## config.mk

```make
export PLATFORM = sky130hd
export DESIGN_NAME = mmuart_rx_monitor_flat
export DESIGN_NICKNAME = d
export VERILOG_FILES = /design/src/rtl/mmuart_rx_monitor_if.sv /design/src/rtl/mmuart_rx_monitor.sv /design/src/flat_wrapper.sv
export SDC_FILE = /design/constraint.sdc
export NUM_CORES = 1
export LEC_CHECK = 0
export CORE_MARGIN = 10
export CORE_UTILIZATION = 40
export CTS_BUF_LIST = sky130_fd_sc_hd__clkbuf_4
export CTS_CLUSTER_DIAMETER = 150
export DETAILED_ROUTE_END_ITERATION = 7
export SLEW_MARGIN = 20
export SYNTH_ARGS = -nofsm -noshare
export SYNTH_HDL_FRONTEND = slang
export SYNTH_SLANG_ARGS = --single-unit
```

## constraint.sdc

```tcl
create_clock -name FAB_CCC_GL0 -period 8.6 [get_ports FAB_CCC_GL0]
set_input_delay 1.72 -clock FAB_CCC_GL0 [delete_from_list [all_inputs] [get_ports FAB_CCC_GL0]]
set_output_delay 1.72 -clock FAB_CCC_GL0 [all_outputs]
set_load 0.01 [all_outputs]
```

## src/rtl/mmuart_rx_monitor_if.sv

```systemverilog
// Receive-side handshake bundle for mmuart_rx_monitor.
// The monitor drives the head-of-FIFO byte and its valid flag (master);
// the fabric consumer answers with ready (slave).
interface mmuart_rx_monitor_if;
    logic [7:0] RX_DATA;
    logic       RX_VALID;
    logic       RX_READY;

    modport master (
        output RX_DATA,
        output RX_VALID,
        input  RX_READY
    );

    modport slave (
        input  RX_DATA,
        input  RX_VALID,
        output RX_READY
    );
endinterface

```

## src/rtl/mmuart_rx_monitor.sv

```systemverilog
// mmuart_rx_monitor
// Fabric-side UART receiver on the MSS MMUART_0 TXD (M2F) line. Deserialises
// bytes LSB-first, buffers them in a first-word-fall-through FIFO and presents
// them on a valid/ready handshake. Sticky error flags clear on ERR_CLR.
//
// Optional feature: define MMUART_RX_PARITY_EN to receive 8E1 frames (one even
// parity bit after the data). Without it frames are 8N1 and PARITY_ERR is 0.
//
// state   | meaning
// --------+--------------------------------------------------------------
// S_IDLE  | line idle, waiting for a synced falling edge
// S_START | half a bit in, confirm start bit still low (else glitch)
// S_DATA  | sample 8 data bits at bit centres, LSB first
// S_PARITY| sample even-parity bit (MMUART_RX_PARITY_EN only)
// S_STOP  | sample stop bit; high pushes the byte, low is a framing error
// S_BREAK | line held low after a framing error; wait for it to go high
module mmuart_rx_monitor #(
    parameter int BAUD_DIV = 434,
    parameter int FIFO_AW  = 4
) (
    input  logic                FAB_CCC_GL0,
    input  logic                FAB_RESET_N,
    input  logic                MMUART_0_TXD_M2F,
    mmuart_rx_monitor_if.master rx_if,
    output logic [FIFO_AW:0]    FIFO_COUNT,
    output logic                FRAME_ERR,
    output logic                OVERFLOW,
    output logic                PARITY_ERR,
    input  logic                ERR_CLR
);

    localparam int                CW        = $clog2(BAUD_DIV);
    localparam int                DEPTH     = 2 ** FIFO_AW;
    localparam logic [CW-1:0]     CNT_HALF  = CW'(BAUD_DIV / 2 - 1);
    localparam logic [CW-1:0]     CNT_FULL  = CW'(BAUD_DIV - 1);
    localparam logic [FIFO_AW:0]  CNT_DEPTH = (FIFO_AW + 1)'(DEPTH);

    typedef enum logic [2:0] {
        S_IDLE,
        S_START,
        S_DATA,
        S_STOP,
        S_BREAK
`ifdef MMUART_RX_PARITY_EN
        ,
        S_PARITY
`endif
    } state_t;

    // ------------------------------------------------------------------
    // Line synchroniser and edge detect
    // ------------------------------------------------------------------
    logic r_sync1;
    logic r_sync2;
    logic r_line_d;
    logic w_line;
    logic w_fall;

    // Two-flop synchroniser plus one delay stage for edge detection; all
    // preset high so reset looks like an idle line.
    always_ff @(posedge FAB_CCC_GL0 or negedge FAB_RESET_N) begin
        if (!FAB_RESET_N) begin
            r_sync1  <= 1'b1;
            r_sync2  <= 1'b1;
            r_line_d <= 1'b1;
        end else begin
            r_sync1  <= MMUART_0_TXD_M2F;
            r_sync2  <= r_sync1;
            r_line_d <= r_sync2;
        end
    end

    assign w_line = r_sync2;
    assign w_fall = r_line_d & ~r_sync2;

    // ------------------------------------------------------------------
    // Receive FSM
    // ------------------------------------------------------------------
    state_t         r_state;
    state_t         w_state_nxt;
    logic [CW-1:0]  r_cnt;
    logic [2:0]     r_bit_cnt;
    logic [7:0]     r_shift;
    logic           w_tick;
    logic           w_start;
    logic           w_shift;
    logic           w_push;
    logic           w_frame_set;
    logic           w_par_set;

`ifdef MMUART_RX_PARITY_EN
    logic           r_par_bad;
    logic           w_par_sample;
    logic           w_par_mismatch;

    // Even parity: the parity bit makes the total count of ones even.
    assign w_par_mismatch = (^r_shift) ^ w_line;
`endif

    assign w_tick = (r_cnt == '0);

    // State register.
    always_ff @(posedge FAB_CCC_GL0 or negedge FAB_RESET_N) begin
        if (!FAB_RESET_N) begin
            r_state <= S_IDLE;
        end else begin
            r_state <= w_state_nxt;
        end
    end

    // Next-state and per-cycle strobes for the datapath and flags.
    always_comb begin
        w_state_nxt = r_state;
        w_start     = 1'b0;
        w_shift     = 1'b0;
        w_push      = 1'b0;
        w_frame_set = 1'b0;
        w_par_set   = 1'b0;
`ifdef MMUART_RX_PARITY_EN
        w_par_sample = 1'b0;
`endif
        case (r_state)
            S_IDLE: begin
                if (w_fall) begin
                    w_start     = 1'b1;
                    w_state_nxt = S_START;
                end
            end
            S_START: begin
                if (w_tick) begin
                    w_state_nxt = w_line ? S_IDLE : S_DATA;
                end
            end
            S_DATA: begin
                if (w_tick) begin
                    w_shift = 1'b1;
                    if (r_bit_cnt == 3'd7) begin
`ifdef MMUART_RX_PARITY_EN
                        w_state_nxt = S_PARITY;
`else
                        w_state_nxt = S_STOP;
`endif
                    end
                end
            end
`ifdef MMUART_RX_PARITY_EN
            S_PARITY: begin
                if (w_tick) begin
                    w_par_sample = 1'b1;
                    w_par_set    = w_par_mismatch;
                    w_state_nxt  = S_STOP;
                end
            end
`endif
            S_STOP: begin
                if (w_tick) begin
                    if (w_line) begin
`ifdef MMUART_RX_PARITY_EN
                        w_push = ~r_par_bad;
`else
                        w_push = 1'b1;
`endif
                        w_state_nxt = S_IDLE;
                    end else begin
                        w_frame_set = 1'b1;
                        w_state_nxt = S_BREAK;
                    end
                end
            end
            S_BREAK: begin
                if (w_line) begin
                    w_state_nxt = S_IDLE;
                end
            end
            default: begin
                w_state_nxt = S_IDLE;
            end
        endcase
    end

    // Baud down-counter, bit counter and shift register. The counter only
    // runs inside a frame so it never wraps while idle or in break.
    always_ff @(posedge FAB_CCC_GL0 or negedge FAB_RESET_N) begin
        if (!FAB_RESET_N) begin
            r_cnt     <= '0;
            r_bit_cnt <= '0;
            r_shift   <= '0;
        end else begin
            if (r_state == S_IDLE || r_state == S_BREAK) begin
                if (w_start) begin
                    r_cnt <= CNT_HALF;
                end
            end else if (w_tick) begin
                r_cnt <= CNT_FULL;
            end else begin
                r_cnt <= r_cnt - 1'b1;
            end

            if (w_start) begin
                r_bit_cnt <= '0;
            end else if (w_shift) begin
                r_bit_cnt <= r_bit_cnt + 1'b1;
            end

            if (w_shift) begin
                r_shift <= {w_line, r_shift[7:1]};
            end
        end
    end

`ifdef MMUART_RX_PARITY_EN
    // Remember a parity mismatch until the stop bit decides the push.
    always_ff @(posedge FAB_CCC_GL0 or negedge FAB_RESET_N) begin
        if (!FAB_RESET_N) begin
            r_par_bad <= 1'b0;
        end else if (w_start) begin
            r_par_bad <= 1'b0;
        end else if (w_par_sample) begin
            r_par_bad <= w_par_mismatch;
        end
    end
`endif

    // ------------------------------------------------------------------
    // FWFT FIFO
    // ------------------------------------------------------------------
    logic [7:0]         r_mem [DEPTH];
    logic [FIFO_AW-1:0] r_wr_ptr;
    logic [FIFO_AW-1:0] r_rd_ptr;
    logic [FIFO_AW:0]   r_count;
    logic               w_pop;
    logic               w_full;
    logic               w_wr_en;
    logic               w_ovf_set;
    logic               w_valid;

    assign w_valid   = (r_count != '0);
    assign w_full    = (r_count == CNT_DEPTH);
    assign w_pop     = w_valid & rx_if.RX_READY;
    // A pop in the same cycle frees the slot, so a full FIFO still accepts.
    assign w_wr_en   = w_push & (~w_full | w_pop);
    assign w_ovf_set = w_push & w_full & ~w_pop;

    // Storage array; no reset needed since reads are masked by the count.
    always_ff @(posedge FAB_CCC_GL0) begin
        if (w_wr_en) begin
            r_mem[r_wr_ptr] <= r_shift;
        end
    end

    // Pointers wrap naturally at the power-of-two depth.
    always_ff @(posedge FAB_CCC_GL0 or negedge FAB_RESET_N) begin
        if (!FAB_RESET_N) begin
            r_wr_ptr <= '0;
            r_rd_ptr <= '0;
            r_count  <= '0;
        end else begin
            if (w_wr_en) begin
                r_wr_ptr <= r_wr_ptr + 1'b1;
            end
            if (w_pop) begin
                r_rd_ptr <= r_rd_ptr + 1'b1;
            end
            case ({w_wr_en, w_pop})
                2'b10:   r_count <= r_count + 1'b1;
                2'b01:   r_count <= r_count - 1'b1;
                default: r_count <= r_count;
            endcase
        end
    end

    assign rx_if.RX_VALID = w_valid;
    assign rx_if.RX_DATA  = w_valid ? r_mem[r_rd_ptr] : 8'h00;
    assign FIFO_COUNT     = r_count;

    // ------------------------------------------------------------------
    // Sticky error flags: a set event in the same cycle as ERR_CLR wins.
    // ------------------------------------------------------------------
    logic r_frame_err;
    logic r_overflow;

    // Framing and overflow flags.
    always_ff @(posedge FAB_CCC_GL0 or negedge FAB_RESET_N) begin
        if (!FAB_RESET_N) begin
            r_frame_err <= 1'b0;
            r_overflow  <= 1'b0;
        end else begin
            r_frame_err <= w_frame_set | (r_frame_err & ~ERR_CLR);
            r_overflow  <= w_ovf_set   | (r_overflow  & ~ERR_CLR);
        end
    end

    assign FRAME_ERR = r_frame_err;
    assign OVERFLOW  = r_overflow;

`ifdef MMUART_RX_PARITY_EN
    logic r_parity_err;

    // Parity error flag.
    always_ff @(posedge FAB_CCC_GL0 or negedge FAB_RESET_N) begin
        if (!FAB_RESET_N) begin
            r_parity_err <= 1'b0;
        end else begin
            r_parity_err <= w_par_set | (r_parity_err & ~ERR_CLR);
        end
    end

    assign PARITY_ERR = r_parity_err;
`else
    assign PARITY_ERR = w_par_set;
`endif

endmodule

```

## src/flat_wrapper.sv

```systemverilog
// flat-port wrapper written by rule: the top's interface ports become plain ports
module mmuart_rx_monitor_flat 
#(
    parameter int BAUD_DIV = 434,
    parameter int FIFO_AW  = 4
)
  (FAB_CCC_GL0, FAB_RESET_N, MMUART_0_TXD_M2F, FIFO_COUNT, FRAME_ERR, OVERFLOW, PARITY_ERR, ERR_CLR, rx_if_RX_DATA, rx_if_RX_VALID, rx_if_RX_READY);
  mmuart_rx_monitor_if rx_if_i ();
  input  logic FAB_CCC_GL0;
  input  logic FAB_RESET_N;
  input  logic MMUART_0_TXD_M2F;
  output logic [FIFO_AW:0] FIFO_COUNT;
  output logic FRAME_ERR;
  output logic OVERFLOW;
  output logic PARITY_ERR;
  input  logic ERR_CLR;
  output wire logic [$bits(rx_if_i.RX_DATA)-1:0] rx_if_RX_DATA;
  output wire logic [$bits(rx_if_i.RX_VALID)-1:0] rx_if_RX_VALID;
  input wire logic [$bits(rx_if_i.RX_READY)-1:0] rx_if_RX_READY;
  assign rx_if_RX_DATA = rx_if_i.RX_DATA;
  assign rx_if_RX_VALID = rx_if_i.RX_VALID;
  assign rx_if_i.RX_READY = rx_if_RX_READY;
  mmuart_rx_monitor #(.BAUD_DIV(BAUD_DIV), .FIFO_AW(FIFO_AW)) u_core (.FAB_CCC_GL0(FAB_CCC_GL0), .FAB_RESET_N(FAB_RESET_N), .MMUART_0_TXD_M2F(MMUART_0_TXD_M2F), .rx_if(rx_if_i), .FIFO_COUNT(FIFO_COUNT), .FRAME_ERR(FRAME_ERR), .OVERFLOW(OVERFLOW), .PARITY_ERR(PARITY_ERR), .ERR_CLR(ERR_CLR));
endmodule
```

==> flow_metrics.py <==
metrics = {
    "clocking": {
        "cts_tree": "built",
        "cts_sinks": 169,
        "clk_path_buf_depth": 2,
        "ctsResizeCount": 0,
        "cts_hold_buf": 0,
        "cts_max_level": 4,
        "cts_setup_buffers": 0,
        "clk_pin_slew_ns": 0.13,
        "clk_latency_ns": 0.56,
        "root_buffer": "clkbuf_4",
        "cts-buffers-inserted": 17,
    },
    "sta": {
        "worstMarginPinSlew_ns": 1.02,
        "fin_crit_ns": 5.03,
        "hold_viol": 0,
        "fmax_mhz": 199,
        "finalCritPeriodShare": 0.585,
        "whs_ns": 0.369,
        "setup_slack_ns": 3.57,
        "setup_viol": 0,
        "clock_skew_ns": 0.0204,
        "drv_slew": 0,
        "finalSetupTns_ns": 0,
        "rsz0062_at_grt": "no",
        "max_slew_margin": 0.318,
    },
    "place": {
        "dp_hpwl_mm": 8.46,
        "placed_area_um2": 7510,
        "place_inst": 645,
        "post-place-ws_ns": 4.08,
        "gp_congestion": 0.773,
        "port_buffers": 20,
    },
    "final_layout": {
        "final_cell_area_um2": 7850,
        "layout_commonest_cell": "edfxtp_1",
        "nFillCells": 1485,
        "final_nets": 456,
        "final_cell_mix": "edfxtp_1 (128), dfrtp_1 (37), mux4_2 (32)",
        "fin_util": 0.452,
        "syn2layout_area_growth_pct": 10.4,
        "final_cell_count_no_fill": 678,
        "drive_gt1_frac": 0.237,
    },
    "global_routing": {
        "grt_pass1_vias": 3907,
        "track_usage": 0.117,
        "grt_max_degree": 42,
        "grt_overflow": 0,
        "antenna_found_initial": 1,
        "grt_pass1_wl_mm": 21.6,
    },
    "critical_path": {
        "r2r_slack_ns": 5.11,
        "path_max_fanout": 35,
        "worstPathArrival_ns": 3.31,
        "worstSetupEndpointType": "output pin",
        "worstReg2RegStart": "u_core.r_cnt[0]$_DFFE_PN0P_",
        "start_kind": "register",
        "worstSetupPathType": "register to output pin",
        "crit_path_start": "u_core.r_rd_ptr[1]$_DFFE_PN0P_",
        "cp.required_ns": 6.88,
    },
    "floorplan": {
        "initial_core_util": 0.410,
        "rows": 48,
        "io-pin-count": 22,
        "core-area_um2": 17400,
        "die_area_um2": 23500,
        "die_y_um": 153,
        "die_w_um": 153,
    },
    "detailed_routing": {
        "num_vias": 3697,
        "drt_iter0_drc": 224,
        "drc": 0,
        "final_antenna_net_count": 0,
        "firstDrtPassIters": 4,
        "avgViaCountPerCell": 5.45,
        "totalWireLength_mm": 13.4,
        "drt-wirelength-per-cell_um": 19.8,
    },
    "synth": {
        "synth-edff-count": 128,
        "synth_nets": 437,
        "syn_avg_cell_area_um2": 16.9,
        "yosys_warnings": 0,
        "synth_cell_types": 56,
        "synthCells": 420,
        "synth_flop_cell": "edfxtp_1",
        "synthArstFlopShare": 0.243,
        "seq_area_frac_synth": 0.685,
        "ys_seq_elements": 169,
        "syn_area_um2": 7110,
    },
    "power": {
        "power.total_mw": 2.08,
        "leakagePower_nw": 2.77,
        "ir_worst_vdd_uv": 159,
        "power.density_nw_per_um2": 265,
    },
    "job": {
        "cap_violations": 0,
    },
    "hold_path": {
        "hold_class": "register to register",
        "holdCritStartpoint": "u_core.r_sync1$_DFF_PN1_",
    },
    "run_status": {
        "status": "complete, no violations",
    },
}
## registers in the layout, indices dropped and copies added (netlist names)
register,cells
u_core.FIFO_COUNT,5
u_core.FRAME_ERR,1
u_core.OVERFLOW,1
u_core.r_bit_cnt,3
u_core.r_cnt,9
u_core.r_line_d,1
u_core.r_mem,128
u_core.r_rd_ptr,4
u_core.r_shift,8
u_core.r_state,3
u_core.r_sync1,1
u_core.r_sync2,1
u_core.r_wr_ptr,4
## layer usage
layer  track usage  routed length, um  part of all wire
met3        0.0398                710             0.053
met1         0.155               6200              0.46
met2         0.179               6370              0.47
met5             0                  0                 0
met4        0.0319                129            0.0096
## path summary, 6_finish.rpt
check / cells after the start / to
worst max register to register: 13 / u_core.FIFO_COUNT[4]$_DFFE_PN0P_
worst min-delay path: 0 / u_core.r_sync2$_DFF_PN1_
worst max-delay path: 5 / rx_if_RX_DATA[6]
max in group asynchronous: 1 / u_core.r_rd_ptr[1]$_DFFE_PN0P_
worst min register to register: 0 / u_core.r_sync2$_DFF_PN1_
min in group asynchronous: 1 / u_core.FIFO_COUNT[2]$_DFFE_PN0P_
## logic make-up (layout without fill, tap and decap cells)
family                     count (synthesis)  after routing  share of synthesized area
AOI/OAI and AO/OA                         53             53                     0.0427
muxes                                     58             58                      0.141
adders and majority gates                 12             12                     0.0211
other                                      1              2                   0.000527
buffers and inverters                     37             69                     0.0230
and+or+nand+nor                           77             77                     0.0705
DFF                                      169            169                      0.685
xor gates and xnor gates                  13             13                     0.0160
## power breakdown
part           internal (mW)  switching [mW]  leakage [nW]
Sequential             0.914           0.113          1.71
Clock                  0.242           0.287         0.177
Combinational          0.295           0.233         0.889
Total                   1.45           0.632          2.77
## final cells by class
type | instances | area [um^2] | share of cell area
tap | 225 | 282 | 0.0359
inverter | 14 | 55.1 | 0.00701
timing repair buffer | 23 | 218 | 0.0277
antenna | 1 | 2.50 | 0.000319
multi-input combinational | 214 | 2080 | 0.265
clock buffer | 18 | 135 | 0.0172
sequential | 169 | 4870 | 0.621
clock inverter | 14 | 208 | 0.0265
## cells in the mapped netlist, types with 2 or more instances
cell type  instances  area (um^2)
mux4_2            32          721
mux2i_1            8         80.1
nor2b_1            3         18.8
and3_2             4         30.0
or3b_2             2         17.5
buf_2              9         45.0
clkbuf_1           9         33.8
nand2_1            7         26.3
nor4b_1            2         17.5
or2_2              3         18.8
buf_1              3         11.3
nand2b_1           3         18.8
dfstp_2            3         78.8
nand3_1           13         65.1
mux2_2            18          203
o31ai_1            2         15.0
o22ai_1            3         18.8
inv_1             13         48.8
ha_1              12          150
nor2_1             8         30.0
a2bb2oi_1          2         17.5
nor4_1             4         25.0
edfxtp_1         128         3840
dfrtp_1           38          951
nor3_1             3         15.0
nand4b_1           2         17.5
xor2_1             6         52.6
a21oi_1           23          115
and3_1             9         56.3
o21ai_0           15         75.1
xnor2_1            7         61.3
a31oi_1            2         12.5
## critical path, cell delays in order (launching register included)
cell	delay (ns)
dfrtp_2	1.06
mux4_2	0.60
mux2_2	0.28
o21ai_0	0.17
a21oi_1	0.11
clkdlybuf4s50_1	0.54
Power figures use the tool's default switching activity.
